[src/rtl/fft_out_reorder.sv]
// fft_out_reorder
//   Output-side frame buffer for the fft block. Each incoming frame of
//   N_POINT samples is stored in one half of a ping-pong memory. The
//   frame is then replayed in natural bin order over a valid/ready
//   handshake. A frame that arrives while both banks are still occupied
//   is dropped as a whole, and overflow pulses when that happens.
//
//   Build option: define FFT_BITREV_EN when the upstream fft emits bins in
//   bit-reversed order. Samples are then written to the bit-reversed
//   address, so the readout is in natural order. Without the macro the
//   block is a plain frame buffer that preserves arrival order.
//
// Ports
//   clk           in  clock
//   rst_n         in  asynchronous active-low reset
//   data_in       in  FFT sample (fft.data_out)
//   data_in_valid in  sample strobe (fft.data_out_valid), no backpressure
//   dout          out reordered sample, held while dout_ready is low
//   dout_valid    out dout holds a valid bin
//   dout_ready    in  downstream accepts the current bin
//   dout_index    out bin number of dout
//   dout_last     out high together with bin N_POINT-1
//   overflow      out one-cycle pulse when an incoming frame is dropped

module fft_out_reorder #(
    parameter int N_POINT    = 32,
    parameter int DATA_WIDTH = 32
) (
    input  logic                          clk,
    input  logic                          rst_n,
    input  logic [DATA_WIDTH-1:0]         data_in,
    input  logic                          data_in_valid,
    output logic [DATA_WIDTH-1:0]         dout,
    output logic                          dout_valid,
    input  logic                          dout_ready,
    output logic [$clog2(N_POINT)-1:0]    dout_index,
    output logic                          dout_last,
    output logic                          overflow
);

    localparam int N_NUM_BIT = $clog2(N_POINT);
    localparam logic [N_NUM_BIT-1:0] CNT_LAST = N_NUM_BIT'(N_POINT - 1);

    localparam logic [0:0] ST_IDLE   = 1'b0;
    localparam logic [0:0] ST_STREAM = 1'b1;

    // Ping-pong storage: the top address bit selects the bank.
    logic [DATA_WIDTH-1:0] mem_q [0:2*N_POINT-1];

    logic [1:0]            bank_full_q, bank_full_d;
    logic                  wr_bank_q,   wr_bank_d;
    logic                  rd_bank_q,   rd_bank_d;
    logic [N_NUM_BIT-1:0]  wr_cnt_q,    wr_cnt_d;
    logic [N_NUM_BIT-1:0]  rd_cnt_q,    rd_cnt_d;
    logic                  dropping_q,  dropping_d;
    logic [0:0]            state_q,     state_d;
    logic [DATA_WIDTH-1:0] dout_q,      dout_d;
    logic                  dout_valid_q, dout_valid_d;
    logic                  overflow_q,  overflow_d;

    logic                  wr_en;
    logic [N_NUM_BIT:0]    wr_addr;
    logic [N_NUM_BIT-1:0]  wr_offset;
    logic                  rd_advance;
    logic [N_NUM_BIT-1:0]  rd_addr;
    logic [DATA_WIDTH-1:0] rd_data;
    logic                  rd_clear;
    logic                  first_sample;
    logic                  clear_wr_bank;
    logic                  drop_first;
    logic                  drop_cur;

`ifdef FFT_BITREV_EN
    function automatic logic [N_NUM_BIT-1:0] bit_rev(input logic [N_NUM_BIT-1:0] v);
        logic [N_NUM_BIT-1:0] r;
        r = '0;
        for (int unsigned i = 0; i < N_NUM_BIT; i++) begin
            r[i] = v[N_NUM_BIT-1-i];
        end
        return r;
    endfunction

    assign wr_offset = bit_rev(wr_cnt_q);
`else
    assign wr_offset = wr_cnt_q;
`endif

    assign wr_addr = {wr_bank_q, wr_offset};

    // The registered dout must already show the next bin when the current
    // one is accepted. The read address therefore looks one ahead on an
    // accepted non-final beat.
    assign rd_advance = (state_q == ST_STREAM) && dout_valid_q && dout_ready
                        && (rd_cnt_q != CNT_LAST);
    assign rd_addr    = rd_advance ? rd_cnt_q + 1'b1 : rd_cnt_q;
    assign rd_data    = mem_q[{rd_bank_q, rd_addr}];

    always_comb begin
        bank_full_d  = bank_full_q;
        wr_bank_d    = wr_bank_q;
        rd_bank_d    = rd_bank_q;
        wr_cnt_d     = wr_cnt_q;
        rd_cnt_d     = rd_cnt_q;
        dropping_d   = dropping_q;
        state_d      = state_q;
        dout_d       = dout_q;
        dout_valid_d = dout_valid_q;
        overflow_d   = 1'b0;
        wr_en        = 1'b0;
        rd_clear     = 1'b0;

        // Read side
        case (state_q)
            ST_IDLE: begin
                dout_valid_d = 1'b0;
                if (bank_full_q[rd_bank_q]) begin
                    rd_cnt_d = '0;
                    state_d  = ST_STREAM;
                end
            end
            default: begin
                if (!dout_valid_q) begin
                    // First bin of the frame is fetched one cycle after entry.
                    dout_valid_d = 1'b1;
                    dout_d       = rd_data;
                end else if (dout_ready) begin
                    if (rd_cnt_q == CNT_LAST) begin
                        rd_clear     = 1'b1;
                        dout_valid_d = 1'b0;
                        rd_cnt_d     = '0;
                        rd_bank_d    = ~rd_bank_q;
                        state_d      = ST_IDLE;
                    end else begin
                        rd_cnt_d = rd_cnt_q + 1'b1;
                        dout_d   = rd_data;
                    end
                end
            end
        endcase

        // Write side. A bank freed by the reader this cycle can take a new
        // first sample in the same cycle, so the release is applied before
        // the drop check.
        clear_wr_bank = rd_clear && (rd_bank_q == wr_bank_q);
        first_sample  = data_in_valid && (wr_cnt_q == '0);
        drop_first    = first_sample && bank_full_q[wr_bank_q] && !clear_wr_bank;
        drop_cur      = first_sample ? drop_first : dropping_q;

        if (rd_clear) begin
            bank_full_d[rd_bank_q] = 1'b0;
        end

        if (data_in_valid) begin
            wr_cnt_d   = wr_cnt_q + 1'b1;
            wr_en      = !drop_cur;
            overflow_d = drop_first;
            if (first_sample) begin
                dropping_d = drop_first;
            end
            if (wr_cnt_q == CNT_LAST) begin
                dropping_d = 1'b0;
                if (!drop_cur) begin
                    bank_full_d[wr_bank_q] = 1'b1;
                    wr_bank_d              = ~wr_bank_q;
                end
            end
        end
    end

    always_ff @(posedge clk) begin
        if (wr_en) begin
            mem_q[wr_addr] <= data_in;
        end
    end

    always_ff @(posedge clk or negedge rst_n) begin
        if (!rst_n) begin
            bank_full_q  <= '0;
            wr_bank_q    <= 1'b0;
            rd_bank_q    <= 1'b0;
            wr_cnt_q     <= '0;
            rd_cnt_q     <= '0;
            dropping_q   <= 1'b0;
            state_q      <= ST_IDLE;
            dout_q       <= '0;
            dout_valid_q <= 1'b0;
            overflow_q   <= 1'b0;
        end else begin
            bank_full_q  <= bank_full_d;
            wr_bank_q    <= wr_bank_d;
            rd_bank_q    <= rd_bank_d;
            wr_cnt_q     <= wr_cnt_d;
            rd_cnt_q     <= rd_cnt_d;
            dropping_q   <= dropping_d;
            state_q      <= state_d;
            dout_q       <= dout_d;
            dout_valid_q <= dout_valid_d;
            overflow_q   <= overflow_d;
        end
    end

    assign dout       = dout_q;
    assign dout_valid = dout_valid_q;
    assign dout_index = rd_cnt_q;
    assign dout_last  = dout_valid_q && (rd_cnt_q == CNT_LAST);
    assign overflow   = overflow_q;

endmodule
[config.mk]
export PLATFORM = sky130hd
export DESIGN_NAME = fft_out_reorder
export DESIGN_NICKNAME = d
export VERILOG_FILES = /design/src/rtl/fft_out_reorder.sv
export SDC_FILE = /design/constraint.sdc
export NUM_CORES = 2
export LEC_CHECK = 0
export ABC_AREA = 1
export CORE_ASPECT_RATIO = 0.5
export CORE_MARGIN = 2
export CORE_UTILIZATION = 55
export DETAILED_ROUTE_END_ITERATION = 16
export GPL_TIMING_DRIVEN = 0
export PLACE_DENSITY_LB_ADDON = 0.08
export SLEW_MARGIN = 20
export SYNTH_ARGS = -nofsm -noshare
export SYNTH_HDL_FRONTEND = slang
export SYNTH_SLANG_ARGS = --single-unit
export TNS_END_PERCENT = 5
[constraint.sdc]
create_clock -name clk -period 12.72 [get_ports clk]
set_clock_uncertainty 0.05 [all_clocks]
set_input_delay 3.816 -clock clk [delete_from_list [all_inputs] [get_ports clk]]
set_output_delay 3.816 -clock clk [all_outputs]
set_load 0.01 [all_outputs]
==> impl_metrics.toml <==
[status]
status = "finished, final reports clean"

[cells_and_area]
drive_gt1_share_pct = 11.3
n_fill_cell = 11300
seq_area_um2 = 62800
nets = 7329
multiInputGateArea_um2 = 19600
syn_to_final_growth_pct = 15.2

[sta]
drv_slew = 0
fmax_mhz = 124
relSlewSlack_pct = 15.3
setup_viol = 0
tns_ns = 0
fin_crit_ns = 8.08
fin_crit_sh_pct = 63.5
fin_hold_ws_ns = 0.442
hold_viol = 0
tightest_slew_ns = 1.27
layout_setup_ws_ns = 4.64
rsz0062_at_grt = "no"

[synthesis]
yosysTopAreaCellShare_pct = 73.1
ys_types = 29
postSynthAreaPerCell_um2 = 12.2
yosysSeqAreaShare_pct = 74.6
syn_area_um2 = 84100
synth_fp_nets = 6922
synth_seq_cells = 2098
yosysTopAreaCell = "edfxtp_1"
syn-instance-count = 6881
yosysWarningCount = 0
synth_area_leaders = "edfxtp_1 73%, nand3_1 13%, nand2_1 8.5%, buf_2 1.9%, dfrtp_1 1.5%"

[power_and_ir_drop]
power_mw = 23.5
p_leak_nw = 33.7
vdd_ir_drop_max_mv = 0.115
p_per_area_nw_per_um2 = 243

[worst_setup_path]
cpMostUsedCell = "nand3_1"
timing.rr.start = "dout_index[0]"
critPathMaxStageDelay_ns = 0.73
slowest_stage = "buf_2"
cp.required_ns = 13.43
r2r-end = "dout[31]"
ff2ff_setup_slack_ns = 7.12
worstSetupStartpoint = "dout_ready"
critical_path_class = "input port to flop"
cp-end-kind = "flop"
start_kind = "input port"
critical_path_arrival_ns = 8.79
ff2ff_path_depth = 18
cp_cell_sequence = "clkdlybuf4s50_1 -> nand2_1 -> inv_1 -> nand3_2 -> nand2_2 -> buf_4 -> buf_2 -> buf_2 -> nand2_1 -> nand3_1 -> nand3_1 -> nand3_1 -> nand3_1 -> nand3_1 -> nand3_1 -> nand2_1"
critPathBufInv = 5
crit_family = "simple AND/OR/NAND/NOR gates"
crit_fanout = 11

[clocking]
cts.sink_count = 2098
cts_resized = 0
clk_latency_ns = 0.84
cts-root-buf = "clkbuf_16"
clkTransAtPathRegs_ns = 0.07
tritoncts.num_buffers = 188
cts_tree = "built"
post_cts_buffers = 0
hold_buffers = 0
htreeDepth = 4
cts_buffer_depth = 4

[hold_path]
hold_end = "dout[24]"
hp-class = "flop to flop"
hold_depth = 2
hp-start = "dout[24]"

[drt]
via_count = 61500
firstDrtPassIters = 7
wl_per_cell_um = 32.7
drc = 0
wl_um = 311000
drt_iter0_drc = 10800
ant_nets = 0
via_per_inst = 6.47

[floorplan]
fp-row-count = 101
ios = 76
die_h_um = 281
coreArea_um2 = 152000
die_x_um = 557
start_util_pct = 55.4
die_area_um2 = 156000

[global_routing]
overflow = 0
grt_pass1_vias = 56300
grt_first_pass_wirelength_um = 423000
grt.total_usage_pct = 39.4
grt_max_degree = 65
antenna_found_initial = 24

[place]
dp_hpwl_um = 220000
place_congestion = 1.02
dp_slack_ns = 4.12
io_buffers = 74

[run]
max_cap_violations = 0
==> worst max path at each step <==
stage                          to  depth (start not counted)
finish                   dout[31]                         16
global route        mem_q[15][22]                         13
CTS                  mem_q[29][0]                         13
detailed placement  mem_q[29][22]                         13
global placement    mem_q[58][24]                         11
floorplan             mem_q[0][0]                         10
==> synth_stat cells <==
library cell  number
dfrtp_1           50
nor2_2             1
ha_1               5
nor2_4             1
nand2_1         1909
o21ai_4            1
o22ai_1            2
edfxtp_1        2048
clkbuf_1         121
nand2_2            5
buf_1             24
buf_6              1
nand3_2            1
xor2_1             6
buf_2            323
a31oi_1            1
nor3_1             1
inv_1             21
a22o_1             1
o21ai_0           12
o21ai_2            2
nand4_1            9
nor2_1            69
xnor2_1            1
buf_4              5
inv_2              5
nand3_1         2253
a21oi_1            2
o21ai_1            1
==> power breakdown <==
| group | switching (mW) | internal [mW] |
|---|---|---|
| clock network | 2.55 | 3.01 |
| logic | 7.62 | 2.36 |
| registers | 0.107 | 7.87 |
| total | 10.3 | 13.2 |
==> placed cells by master (no fill, tap or decap), types with 21 or more instances in the layout <==
cell             netlist  final
buf_12                 0     67
clkdlybuf4s50_1        0     41
buf_4                  5     29
dfrtp_1               50     50
buf_1                 24     23
inv_1                 21     21
buf_2                323    332
nor2_4                 1     65
clkbuf_16              0    190
clkinv_2               0     38
buf_16                 0     67
clkinv_1               0     45
nand3_1             2253   2251
edfxtp_1            2048   2048
nand2_1             1909   1909
clkbuf_1             121    158
==> layer usage <==
metal	vias to the layer above	global-route usage, %	routed length (um)
met5	-	0	46
met4	10	14.7	13500
met3	801	17.7	54100
met2	4857	56.7	131000
met1	30100	52.8	112000
li1	25700	-	-
==> worst min-delay path, stage by stage (launching register included) <==
cell	delay, ns
dfrtp_1	0.35
nand2_1	0.06
nand2_1	0.05
==> flip-flops by register name (all words and copies together) (netlist names) <==
| name | flops |
|---|---|
| dout_index | 5 |
| rd_bank_q | 1 |
| dropping_q | 1 |
| dout | 32 |
| overflow | 1 |
| dout_valid | 1 |
| wr_cnt_q | 5 |
| wr_bank_q | 1 |
| state_q | 1 |
| bank_full_q | 2 |
| mem_q | 2048 |
==> cell families (layout without fill, tap and decap cells) <==
| logic type | after synthesis | after routing | share of synthesized area [%] |
|---|---|---|---|
| AND/OR/NAND/NOR | 4249 | 4249 | 22.4 |
| flip-flops | 2098 | 2098 | 74.6 |
| buffers and inverters | 500 | 1049 | 2.74 |
| AO/OA/AOI/OAI | 22 | 22 | 0.162 |
| XOR/XNOR | 7 | 7 | 0.0729 |
| adder cells (fa/ha/maj) | 5 | 5 | 0.0744 |
| other | 0 | 11 | 0 |
==> layout make-up <==
| class | count | area share [%] |
|---|---|---|
| Inverter | 26 | 0.101 |
| Buffer | 474 | 2.28 |
| Clock buffer | 230 | 5.08 |
| Multi-Input combinational cell | 4283 | 20.2 |
| Tap cell | 2060 | 2.66 |
| Clock inverter | 102 | 0.833 |
| Sequential cell | 2098 | 64.8 |
| Timing Repair Buffer | 217 | 4.07 |
| Antenna cell | 11 | 0.0284 |
==> metrics by stage <==
stage | util [%] | area [um^2] | cells
3_3_place_gp | 57.6 | 87500 | 9015
3_5_place_dp | 60.1 | 91100 | 9158
4_1_cts | 63.8 | 96900 | 9490
2_1_floorplan | - | 84100 | 6881
5_1_grt | 63.8 | 96900 | 9494
6_report | 63.9 | 96900 | 9501
Power figures use the tool's default switching activity.
